`config.mk`:
```
export PLATFORM = sky130hd
export DESIGN_NAME = gameover_overlay
export DESIGN_NICKNAME = d
export VERILOG_FILES = /design/src/rtl/gameover_overlay.sv
export SDC_FILE = /design/constraint.sdc
export NUM_CORES = 1
export LEC_CHECK = 0
export BUFFER_PORTS_ARGS = -buffer_cell sky130_fd_sc_hd__buf_2
export CAP_MARGIN = 0
export CORE_MARGIN = 5
export CORE_UTILIZATION = 53
export DETAILED_ROUTE_END_ITERATION = 12
export PLACE_DENSITY_LB_ADDON = 0.3
export SETUP_SLACK_MARGIN = 0.4
export SKIP_CTS_REPAIR_TIMING = 1
export SYNTH_ARGS = -nofsm -noshare
export SYNTH_HDL_FRONTEND = slang
export SYNTH_SLANG_ARGS = --single-unit
export TNS_END_PERCENT = 5
```
`constraint.sdc`:
```
create_clock -name clk -period 2.5 [get_ports clk]
set_input_delay 0.5 -clock clk [delete_from_list [all_inputs] [get_ports clk]]
set_output_delay 0.5 -clock clk [all_outputs]
set_load 0.01 [all_outputs]
```
`src/rtl/gameover_overlay.sv`:
```
// Final pixel stage: pass-through / staged fade / blinking game-over banner, switched only at frame starts.
// Latency is a fixed 2 clk for rgb, syncs and DE; runs every clock and has no backpressure.
module gameover_overlay #(
  parameter int unsigned FADE_FRAMES  = 8,
  parameter int unsigned BLINK_FRAMES = 30,
  parameter int unsigned BOX_X0       = 160,
  parameter int unsigned BOX_X1       = 480,
  parameter int unsigned BOX_Y0       = 200,
  parameter int unsigned BOX_Y1       = 280,
  parameter logic [11:0] BOX_RGB      = 12'hF00
) (
  input  logic        clk,
  input  logic        reset,
  input  logic [9:0]  h_cnt,
  input  logic [9:0]  v_cnt,
  input  logic        DE,
  input  logic        h_sync,
  input  logic        v_sync,
  input  logic [11:0] cam_rgb,
  input  logic        game_over,
  input  logic        restart,
  output logic [11:0] rgb_out,
  output logic        h_sync_o,
  output logic        v_sync_o,
  output logic        DE_o,
  output logic [1:0]  state_o
);

  typedef enum logic [1:0] {
    ST_PLAY = 2'd0,
    ST_FADE = 2'd1,
    ST_OVER = 2'd2
  } state_t;

  localparam logic [9:0] X0 = 10'(BOX_X0);
  localparam logic [9:0] X1 = 10'(BOX_X1);
  localparam logic [9:0] Y0 = 10'(BOX_Y0);
  localparam logic [9:0] Y1 = 10'(BOX_Y1);
  localparam logic [7:0] FADE_LAST  = 8'(FADE_FRAMES - 1);
  localparam logic [7:0] BLINK_LAST = 8'(BLINK_FRAMES - 1);

  // stage 1
  logic        de1_q, de1_d;
  logic        hs1_q, hs1_d;
  logic        vs1_q, vs1_d;
  logic [11:0] cam1_q, cam1_d;
  logic        in_box1_q, in_box1_d;
  logic        fs1_q, fs1_d;
  logic        prev_nz_q, prev_nz_d;

  // stage 2
  logic [11:0] rgb2_q, rgb2_d;
  logic        hs2_q, hs2_d;
  logic        vs2_q, vs2_d;
  logic        de2_q, de2_d;

  // game state
  state_t      state_q, state_d;
  logic [2:0]  lvl_q, lvl_d;
  logic [7:0]  frm_q, frm_d;
  logic        blink_q, blink_d;
  logic        pend_over_q, pend_over_d;
  logic        pend_rst_q, pend_rst_d;

  logic        pix_zero;
  logic [11:0] pix;

  always_comb begin
    pix_zero  = (h_cnt == 10'd0) && (v_cnt == 10'd0);
    de1_d     = DE;
    hs1_d     = h_sync;
    vs1_d     = v_sync;
    cam1_d    = cam_rgb;
    in_box1_d = (h_cnt >= X0) && (h_cnt < X1) && (v_cnt >= Y0) && (v_cnt < Y1);
    fs1_d     = pix_zero && prev_nz_q;
    prev_nz_d = !pix_zero;
  end

  // Flags consumed at a frame start are dropped; a request landing on that same clock survives.
  always_comb begin
    pend_over_d = fs1_q ? 1'b0 : pend_over_q;
    pend_rst_d  = fs1_q ? 1'b0 : pend_rst_q;
    if (game_over) begin
      pend_over_d = 1'b1;
      pend_rst_d  = 1'b0;
    end else if (restart) begin
      pend_rst_d  = 1'b1;
      pend_over_d = 1'b0;
    end
  end

  always_comb begin
    state_d = state_q;
    lvl_d   = lvl_q;
    frm_d   = frm_q;
    blink_d = blink_q;
    if (fs1_q) begin
      case (state_q)
        ST_PLAY: begin
          if (pend_over_q) begin
            state_d = ST_FADE;
            lvl_d   = 3'd0;
            frm_d   = 8'd0;
          end
        end
        ST_FADE: begin
          if (pend_rst_q) begin
            state_d = ST_PLAY;
            lvl_d   = 3'd0;
            frm_d   = 8'd0;
          end else if (frm_q == FADE_LAST) begin
            frm_d = 8'd0;
            if (lvl_q == 3'd4) begin
              state_d = ST_OVER;
              blink_d = 1'b1;
            end else begin
              lvl_d = lvl_q + 3'd1;
            end
          end else begin
            frm_d = frm_q + 8'd1;
          end
        end
        ST_OVER: begin
          if (pend_rst_q) begin
            state_d = ST_PLAY;
            lvl_d   = 3'd0;
            frm_d   = 8'd0;
            blink_d = 1'b0;
          end else if (frm_q == BLINK_LAST) begin
            frm_d   = 8'd0;
            blink_d = !blink_q;
          end else begin
            frm_d = frm_q + 8'd1;
          end
        end
        default: state_d = ST_PLAY;
      endcase
    end
  end

  // Colour uses the next-state values so the frame-start pixel already shows the new mode.
  always_comb begin
    pix = 12'h000;
    case (state_d)
      ST_PLAY: pix = cam1_q;
      ST_FADE: pix = {cam1_q[11:8] >> lvl_d, cam1_q[7:4] >> lvl_d, cam1_q[3:0] >> lvl_d};
      ST_OVER: pix = (in_box1_q && blink_d) ? BOX_RGB : 12'h000;
      default: pix = 12'h000;
    endcase
    rgb2_d = de1_q ? pix : 12'h000;
    hs2_d  = hs1_q;
    vs2_d  = vs1_q;
    de2_d  = de1_q;
  end

  always_ff @(posedge clk or negedge reset) begin
    if (!reset) begin
      de1_q       <= 1'b0;
      hs1_q       <= 1'b1;
      vs1_q       <= 1'b1;
      cam1_q      <= 12'h000;
      in_box1_q   <= 1'b0;
      fs1_q       <= 1'b0;
      prev_nz_q   <= 1'b0;
      rgb2_q      <= 12'h000;
      hs2_q       <= 1'b1;
      vs2_q       <= 1'b1;
      de2_q       <= 1'b0;
      state_q     <= ST_PLAY;
      lvl_q       <= 3'd0;
      frm_q       <= 8'd0;
      blink_q     <= 1'b0;
      pend_over_q <= 1'b0;
      pend_rst_q  <= 1'b0;
    end else begin
      de1_q       <= de1_d;
      hs1_q       <= hs1_d;
      vs1_q       <= vs1_d;
      cam1_q      <= cam1_d;
      in_box1_q   <= in_box1_d;
      fs1_q       <= fs1_d;
      prev_nz_q   <= prev_nz_d;
      rgb2_q      <= rgb2_d;
      hs2_q       <= hs2_d;
      vs2_q       <= vs2_d;
      de2_q       <= de2_d;
      state_q     <= state_d;
      lvl_q       <= lvl_d;
      frm_q       <= frm_d;
      blink_q     <= blink_d;
      pend_over_q <= pend_over_d;
      pend_rst_q  <= pend_rst_d;
    end
  end

  assign rgb_out  = rgb2_q;
  assign h_sync_o = hs2_q;
  assign v_sync_o = vs2_q;
  assign DE_o     = de2_q;
  assign state_o  = state_q;

endmodule

```
==> reports/qor.yml, run 1 <==
critical_path:
  reg2reg_depth: 7
  cp.buffers_inverters: 1
  cp_slowest_cell: "or4_4"
  r2r_start: "frm_q[7]"
  timing.rr.end: "rgb_out[0]"
  worstSetupEndpointType: "register"
  max_stage_delay_ns: 0.47
  worstPathCellList: "or3_4 -> or3_4 -> or4_4 -> nand2_8 -> inv_2 -> o32ai_2 -> a221o_1"
  worstPathRequired_ns: 2.74
  path_depth: 7
  startpoint: "frm_q[7]"
  crit_path_max_fanout: 7
  endpoint: "rgb_out[0]"
  critical_path_class: "register to register"
  startpoint_type: "register"
  rrSetupSlack_ns: 0.15
  cpLargestDelayFamily: "simple AND/OR/NAND/NOR gates"
  worstPathArrival_ns: 2.60
  crit_path_frequent_cell: "or3_4"
drt:
  drc: 0
  wl_met1_microns: 2360
  wl_per_cell_microns: 16.2
  ant_nets: 0
  wl_met3_microns: 317
  dr_wl_met2_microns: 2820
  drt-vias-per-instance: 5.91
  vias: 2033
  wl_microns: 5570
  route.top_layer_used: "met4"
  drt_iter0_drc: 165
  firstDrtPassIters: 4
pwr:
  total_power_uw: 1400
  leakage_uw: 0.00139
  peakVddDrop_v: 0.000385
  powerDensity_nw_per_um2: 452
status:
  status: "completed"
global_routing:
  grt_first_pass_wirelength_microns: 8640
  grt_max_degree: 50
  antenna_found_initial: 0
  grt_pass1_vias: 1864
  overflow: 0
  grt_usage_pct: 17.4
placement:
  dp_hpwl_microns: 3830
  portBuffers: 55
  gp_congestion: 0.822
  placed_area_sq_um: 2790
sta:
  setup_tns_ns: 0
  tightest_slew_ns: 0.579
  min_period_ns: 2.35
  maxSlewHeadroom_pct: 61.4
  max_freq_ghz: 0.425
  finalSetupViolCount: 0
  fin_skew_ns: 0.00940
  hold_viol_final: 0
  rsz0062_at_grt: "yes"
  final_max_slew_viol_count: 0
  fin_crit_sh_pct: 94.1
floorplanning:
  start_util_pct: 54.8
  rows: 24
  die_w_microns: 77.1
  core_area_sq_um: 4350
  dieArea_sq_um: 5940
  die_h_microns: 77.1
  ioPinCount: 56
logic_synthesis:
  synthCells: 213
  synth_most_common_cell: "dfrtp_1"
  syn_avg_cell_area_sq_um: 11.2
  yosys_register_bits: 49
  synth_edf_count: 0
  synth_top_cell_by_area: "dfrtp_1"
  yosysTopAreaCellShare_pct: 47.2
  synth_fp_nets: 260
  synth_commonest_cells: "dfrtp_1, o21ai_0, inv_1, nand2_1, nor2_1"
  synth.distinct_cells: 52
  ys_seq_area_share_pct: 51.6
  ys.flop_type: "dfrtp_1"
  synth_warnings: 0
  synth.area.top_cells: "dfrtp_1, dfstp_2, ha_1"
  synthesis.area_sq_um: 2380
  synthArstFlopShare_pct: 100
clock_network:
  root_buffer: "clkbuf_8"
  cts_buffers: 5
  clock_path_buffers: 2
  cts_htree_levels: 2
  cts_sinks: 49
  clkLatencyLatePin_ns: 0.30
  cts_tree: "yes"
  cts.clk_slew.worst_paths_ns: 0.09
final_layout:
  syn2layout_area_growth_pct: 29.9
  design_area_sq_um: 3100
  multi_input_area_sq_um: 1260
  nNetsFinal: 338
  regArea_sq_um: 1230
  n_antenna_cell: 0
  fillers: 297
  drive_gt1_share_pct: 41.4
  final_util_pct: 71.1
job:
  max_cap_violations: 0
min_path:
  hp-class: "input pin to asynchronous set/reset pin"
-- worst min path at each step --
stage / start / endpoint / slack [ns] / depth (start not counted)
final: reset / frm_q[3] / 0.28 / 2
after detailed placement: hs1_q / h_sync_o / 0.35 / 0
after floorplan: reset / DE_o / 0.20 / 0
after global routing: h_sync / hs1_q / 0.28 / 1
after CTS: h_sync / hs1_q / 0.29 / 1
after global placement: vs1_q / v_sync_o / 0.35 / 0
-- registers in the layout, indices dropped and copies added (netlist names) --
name,flops
pend_rst_q,1
h_sync_o,1
v_sync_o,1
frm_q,8
fs1_q,1
cam1_q,12
blink_q,1
pend_over_q,1
DE_o,1
prev_nz_q,1
lvl_q,3
state_o,2
vs1_q,1
in_box1_q,1
hs1_q,1
rgb_out,12
de1_q,1
-- placed cells by master (no fill, tap or decap), types with 6 or more instances in the layout --
master    count
nand2b_1      6
buf_2        55
o21ai_0      14
inv_1         9
mux2i_1       6
nand2_1      11
buf_4        15
dfrtp_1      43
nor2_1        9
a22o_1        8
-- worst reg2reg max path: cells and delay by family (launching register included) --
family / cells / cell delay (ns)
flip-flops: 1 / 0.42
buffers and inverters: 1 / 0.08
AND/OR/NAND/NOR: 4 / 1.40
AO/OA/AOI/OAI: 2 / 0.39
-- where the power goes --
| part | internal (uW) | switching [uW] | total (uW) |
|---|---|---|---|
| Combinational | 55.6 | 60.3 | 116 |
| Sequential | 821 | 16.5 | 838 |
| Clock | 197 | 251 | 448 |
-- logic make-up after synthesis --
family | synth area share [%]
AOI/OAI and AO/OA | 19.3
adders and majority gates | 4.20
buffers and inverters | 2.05
DFF | 51.6
muxes | 2.52
and+or+nand+nor | 20.4
-- area by class of cell --
type	instances	area share, %
Clock buffer	6	2.34
Tap cell	52	2.10
Multi-Input combinational cell	152	40.6
Timing Repair Buffer	71	13.2
Clock inverter	2	0.485
Inverter	12	1.45
Sequential cell	49	39.8
-- routing by layer --
metal	vias to the layer above	global-route usage [%]
li1	966	-
met1	997	23.2
met2	64	28.4
met3	6	4.45
met4	0	4.12
met5	-	0
-- stage by stage --
stage                     hold WS, ns  setup slack [ns]  std cells
after global routing            0.278           0.00562        344
after floorplan                 0.204             0.261        213
after detailed placement        0.349           0.00510        326
after global placement          0.346            0.0728        326
final                           0.283             0.146        344
after CTS                       0.287           0.00743        334
Power figures use the tool's default switching activity.
==> run 2: changes to the inputs <==
CELL_PAD_IN_SITES_DETAIL_PLACEMENT = 0   (was default)
CELL_PAD_IN_SITES_GLOBAL_PLACEMENT = 1   (was default)
CORE_ASPECT_RATIO = 1.4   (was default)
CORE_UTILIZATION = 41   (was 53)
==> reports/qor.yml, run 2 (synthesized netlist as in run 1, its figures left out) <==
critical_path:
  rrSetupSlack_ns: 0.06  # -0.09 ns
  r2r_start: "frm_q[1]"
  reg2reg_depth: 7  # unchanged
  startpoint: "frm_q[1]"
  startpoint_type: "register"
  crit_path_max_fanout: 6  # -1
  worstPathArrival_ns: 2.64  # +0.04 ns
  critical_path_class: "register to register"
  timing.rr.end: "rgb_out[4]"
  worstSetupEndpointType: "register"
  worstPathRequired_ns: 2.70  # -0.04 ns
job:
  max_cap_violations: 0  # unchanged
clock_network:
  cts.clk_slew.worst_paths_ns: 0.10  # about the same
  clock_path_buffers: 2  # unchanged
  cts_sinks: 49  # unchanged
  clkLatencyLatePin_ns: 0.31  # about the same
  cts_tree: "yes"
  cts_htree_levels: 2  # unchanged
  root_buffer: "clkbuf_8"
  cts_buffers: 5  # unchanged
placement:
  placed_area_sq_um: 2850  # +2.2%
  dp_hpwl_microns: 3990  # +4.3%
  gp_congestion: 0.831  # +1.0%
  portBuffers: 55  # unchanged
floorplanning:
  die_h_microns: 100  # +30%
  start_util_pct: 41.6  # -13 points
  dieArea_sq_um: 7460  # +26%
  rows: 33  # +38%
  ioPinCount: 56  # unchanged
  die_w_microns: 74.5  # -3.4%
  core_area_sq_um: 5740  # +32%
sta:
  min_period_ns: 2.44  # +0.0873 ns
  tightest_slew_ns: 0.730  # +0.151 ns
  max_freq_ghz: 0.410  # -3.6%
  final_max_slew_viol_count: 0  # unchanged
  fin_crit_sh_pct: 97.6  # +3.5 points
  hold_viol_final: 0  # unchanged
  fin_skew_ns: 0.00915  # -0.000259 ns
  finalSetupViolCount: 0  # unchanged
  maxSlewHeadroom_pct: 51.1  # -10 points
  rsz0062_at_grt: "yes"
  setup_tns_ns: 0  # unchanged
pwr:
  leakage_uw: 0.00142  # +2.0%
  clockPowerShare_pct: 34.6  # +2.6 points
  peakVddDrop_v: 0.000331  # -14%
  p_int_uw: 1080  # +0.99%
  combPwrFrac_pct: 7.6  # -0.7 points
  powerDensity_nw_per_um2: 470  # +3.8%
  power_switching_uw: 366  # +12%
  total_power_uw: 1450  # +3.5%
  switching_share_pct: 25.2  # +1.9 points
  seqPwrFrac_pct: 57.8  # -2.0 points
drt:
  wl_microns: 5590  # +0.38%
  firstDrtPassIters: 4  # unchanged
  wl_per_cell_microns: 15.4  # -5.1%
  drt-vias-per-instance: 5.42  # -8.2%
  drt_iter0_drc: 50  # -70%
  ant_nets: 0  # unchanged
  vias: 1974  # -2.9%
  drc: 0  # unchanged
final_layout:
  fillers: 504  # +70%
  n_antenna_cell: 0  # unchanged
  final_util_pct: 53.8  # -17 points
  nNetsFinal: 340  # +0.59%
  layout_commonest_cell: "buf_2"
  syn2layout_area_growth_pct: 29.5
  most-common-layout-cells: "buf_2, dfrtp_1, buf_4, o21ai_0, nand2_1"
  drive_gt1_share_pct: 40.8  # -0.62 points
  design_area_sq_um: 3090  # -0.32%
status:
  status: "completed"
global_routing:
  grt_pass1_vias: 2072  # +11%
  grt_usage_pct: 15.0  # -2.4 points
  grt_first_pass_wirelength_microns: 8780  # +1.7%
  grt_max_degree: 50  # unchanged
  antenna_found_initial: 0  # unchanged
  overflow: 0  # unchanged
min_path:
  hp-class: "input pin to asynchronous set/reset pin"
run 2: cell count changes in the layout (fill, tap and decap cells not counted), sizes merged:
cell and change:
buf +2, clkbuf -1, clkinv +1, clkinvlp -2, inv +2
run 2: critical path, cell delays in order, from the launching register on:
cell	delay, ns
dfrtp_1	0.42
ha_1	0.24
and4bb_2	0.29
nand4_1	0.14
a21oi_2	0.08
o211ai_1	0.61
nor3b_2	0.18
a221o_1	0.36
run 2: final cells by class:
cell class,instances,area [sq um],area share [%]
Clock buffer,5,68.8,2.23
Multi-Input combinational cell,152,1210,39.3
Clock inverter,3,28.8,0.932
Tap cell,70,87.6,2.84
Inverter,12,45.0,1.46
Timing Repair Buffer,73,410,13.3
Sequential cell,49,1230,40.0
run 2: through the flow:
step,worst slack (ns),instances,hold WS [ns]
after global placement,0.105,349,0.349
after detailed placement,0.0205,349,0.348
after global routing,-0.00296,364,0.257
final,0.0590,364,0.266
after floorplan,0.261,213,0.204
after CTS,0.00369,357,0.255
run 2: metal layers:
layer	GRT usage [%]	share of wire [%]	up-vias
li1	-	-	969
met1	16.1	39	958
met2	28.2	56	38
met3	3.21	3.5	9
met4	4.79	1.7	0
met5	0	0	-
run 2: power groups by stage:
stage	combinational (uW)	clock (uW)	sequential, uW
after global placement	108	0	853
final	111	501	839
after floorplan	35.8	0	856
after CTS	110	528	837
after global routing	126	548	842
after detailed placement	110	0	853
run 2: worst max path at each step:
stage	slack, ns	cells past startpoint	end
after floorplan	0.26	6	rgb_out[0]
after global placement	0.10	10	rgb_out[10]
after detailed placement	0.02	8	rgb_out[4]
after CTS	0.004	8	rgb_out[4]
after global routing	-0.003	7	rgb_out[4]
final	0.06	7	rgb_out[4]
==> run 3: changes to the inputs <==
PLACE_DENSITY = 0.89   (was default)
PLACE_DENSITY_LB_ADDON = default   (was 0.3)
==> reports/qor.yml, run 3 (synthesized netlist as in run 1, its figures left out) <==
status:
  status: "completed"
critical_path:
  worstPathArrival_ns: 2.60  # -0.04 ns
  worstSetupEndpointType: "register"
  startpoint_type: "register"
  reg2reg_depth: 7  # unchanged
  crit_path_max_fanout: 8  # +2
  critical_path_class: "register to register"
  worstPathRequired_ns: 2.75  # +0.05 ns
clock_network:
  cts.clk_slew.worst_paths_ns: 0.10  # about the same
  root_buffer: "clkbuf_8"
  clkLatencyLatePin_ns: 0.31  # about the same
  cts_tree: "yes"
  cts_buffers: 5  # unchanged
  clock_path_buffers: 2  # unchanged
  cts_htree_levels: 2  # unchanged
  cts_sinks: 49  # unchanged
floorplanning:
  start_util_pct: 41.6  # unchanged
  die_h_microns: 100  # unchanged
  ioPinCount: 56  # unchanged
  rows: 33  # unchanged
  die_w_microns: 74.5  # unchanged
  core_area_sq_um: 5740  # unchanged
  dieArea_sq_um: 7460  # unchanged
drt:
  drt_iter0_drc: 72  # +44%
  wl_per_cell_microns: 15.3  # -0.44%
  firstDrtPassIters: 4  # unchanged
  wl_microns: 5600  # +0.11%
  ant_nets: 0  # unchanged
  drc: 0  # unchanged
  drt-vias-per-instance: 5.59  # +3.1%
  vias: 2047  # +3.7%
final_layout:
  nNetsFinal: 342  # +0.59%
  layout_commonest_cell: "buf_2"
  n_antenna_cell: 0  # unchanged
  drive_gt1_share_pct: 42.2  # +1.4 points
  fillers: 472  # -6.3%
  most-common-layout-cells: "buf_2, dfrtp_1, buf_4, o21ai_0, nand2_1"
  syn2layout_area_growth_pct: 33.0
  design_area_sq_um: 3170  # +2.7%
placement:
  portBuffers: 55  # unchanged
  dp_hpwl_microns: 4060  # +1.8%
  gp_congestion: 0.783  # -5.7%
  placed_area_sq_um: 2840  # -0.53%
pwr:
  total_power_uw: 1450  # about the same
  peakVddDrop_v: 0.000423  # +28%
  leakage_uw: 0.00143  # +0.87%
  powerDensity_nw_per_um2: 458  # -2.5%
min_path:
  hp-class: "input pin to asynchronous set/reset pin"
global_routing:
  grt_max_degree: 50  # unchanged
  antenna_found_initial: 0  # unchanged
  overflow: 0  # unchanged
  grt_first_pass_wirelength_microns: 8960  # +2.0%
  grt_usage_pct: 15.6  # +0.62 points
  grt_pass1_vias: 1972  # -4.8%
sta:
  max_freq_ghz: 0.426  # +4.0%
  rsz0062_at_grt: "yes"
  maxSlewHeadroom_pct: 60.4  # +9.3 points
  finalSetupViolCount: 0  # unchanged
  final_max_slew_viol_count: 0  # unchanged
  fin_skew_ns: 0.0111  # +0.00199 ns
  setup_tns_ns: 0  # unchanged
  min_period_ns: 2.35  # -0.0935 ns
  tightest_slew_ns: 0.595  # -0.136 ns
  fin_crit_sh_pct: 93.9  # -3.7 points
  hold_viol_final: 0  # unchanged
job:
  max_cap_violations: 0  # unchanged
run 3: changes by cell type in the layout (fill, tap and decap cells not counted), sizes merged:
cell,before,now
buf,73,75
run 3: routing by layer:
metal	routed length (microns)	track usage, %	vias up
li1	-	-	978
met1	1940	16.6	1009
met2	3260	28.2	43
met3	209	3.11	17
met4	189	7.81	0
met5	0	0	-
run 3: final timing paths:
| path | from | endpoint | slack [ns] |
|---|---|---|---|
| hold / removal | reset | lvl_q[1] | 0.26 |
| min in group clk | h_sync | hs1_q | 0.28 |
| hold reg to reg | hs1_q | h_sync_o | 0.36 |
| setup reg to reg | frm_q[7] | rgb_out[10] | 0.15 |
| max in group asynchronous | reset | state_o[0] | 1.79 |
| setup / recovery | frm_q[7] | rgb_out[10] | 0.15 |
run 3: metrics by stage:
step           setup slack, ns  instances  hold slack [ns]  utilization [%]
2_1_floorplan            0.261        213            0.204                -
5_1_grt                 0.0198        366            0.251             55.3
4_1_cts                 0.0582        355            0.263             51.1
3_5_place_dp            0.0471        347            0.349             49.4
3_3_place_gp             0.134        347            0.345             49.4
6_report                 0.153        366            0.259             55.3
run 3: final cells by class:
| class | instances | area (sq um) | share of cell area (%) |
|---|---|---|---|
| multi-input cells | 152 | 1270 | 40.2 |
| flip-flops and latches | 49 | 1230 | 38.9 |
| repair buffers | 75 | 429 | 13.5 |
| well taps | 70 | 87.6 | 2.76 |
| clock buffers | 5 | 68.8 | 2.17 |
| inverters | 12 | 50.0 | 1.58 |
| clock inverters | 3 | 28.8 | 0.907 |
run 3: power breakdown:
| part | internal, uW | switching, uW | leakage [uW] | total (uW) |
|---|---|---|---|---|
| registers | 821 | 15.9 | 0.000608 | 837 |
| clock network | 209 | 286 | 0.0000506 | 495 |
| logic | 58.7 | 60.6 | 0.000772 | 119 |
| total | 1090 | 363 | 0.00143 | 1450 |
run 3: worst max-delay path: stages, from the launching register on:
cell and delay [ns]:
dfrtp_1 0.42, or3_4 0.43, or3_4 0.37, or4_4 0.47, nand2_8 0.12, inv_2 0.09
o32ai_4 0.17, a221o_1 0.21
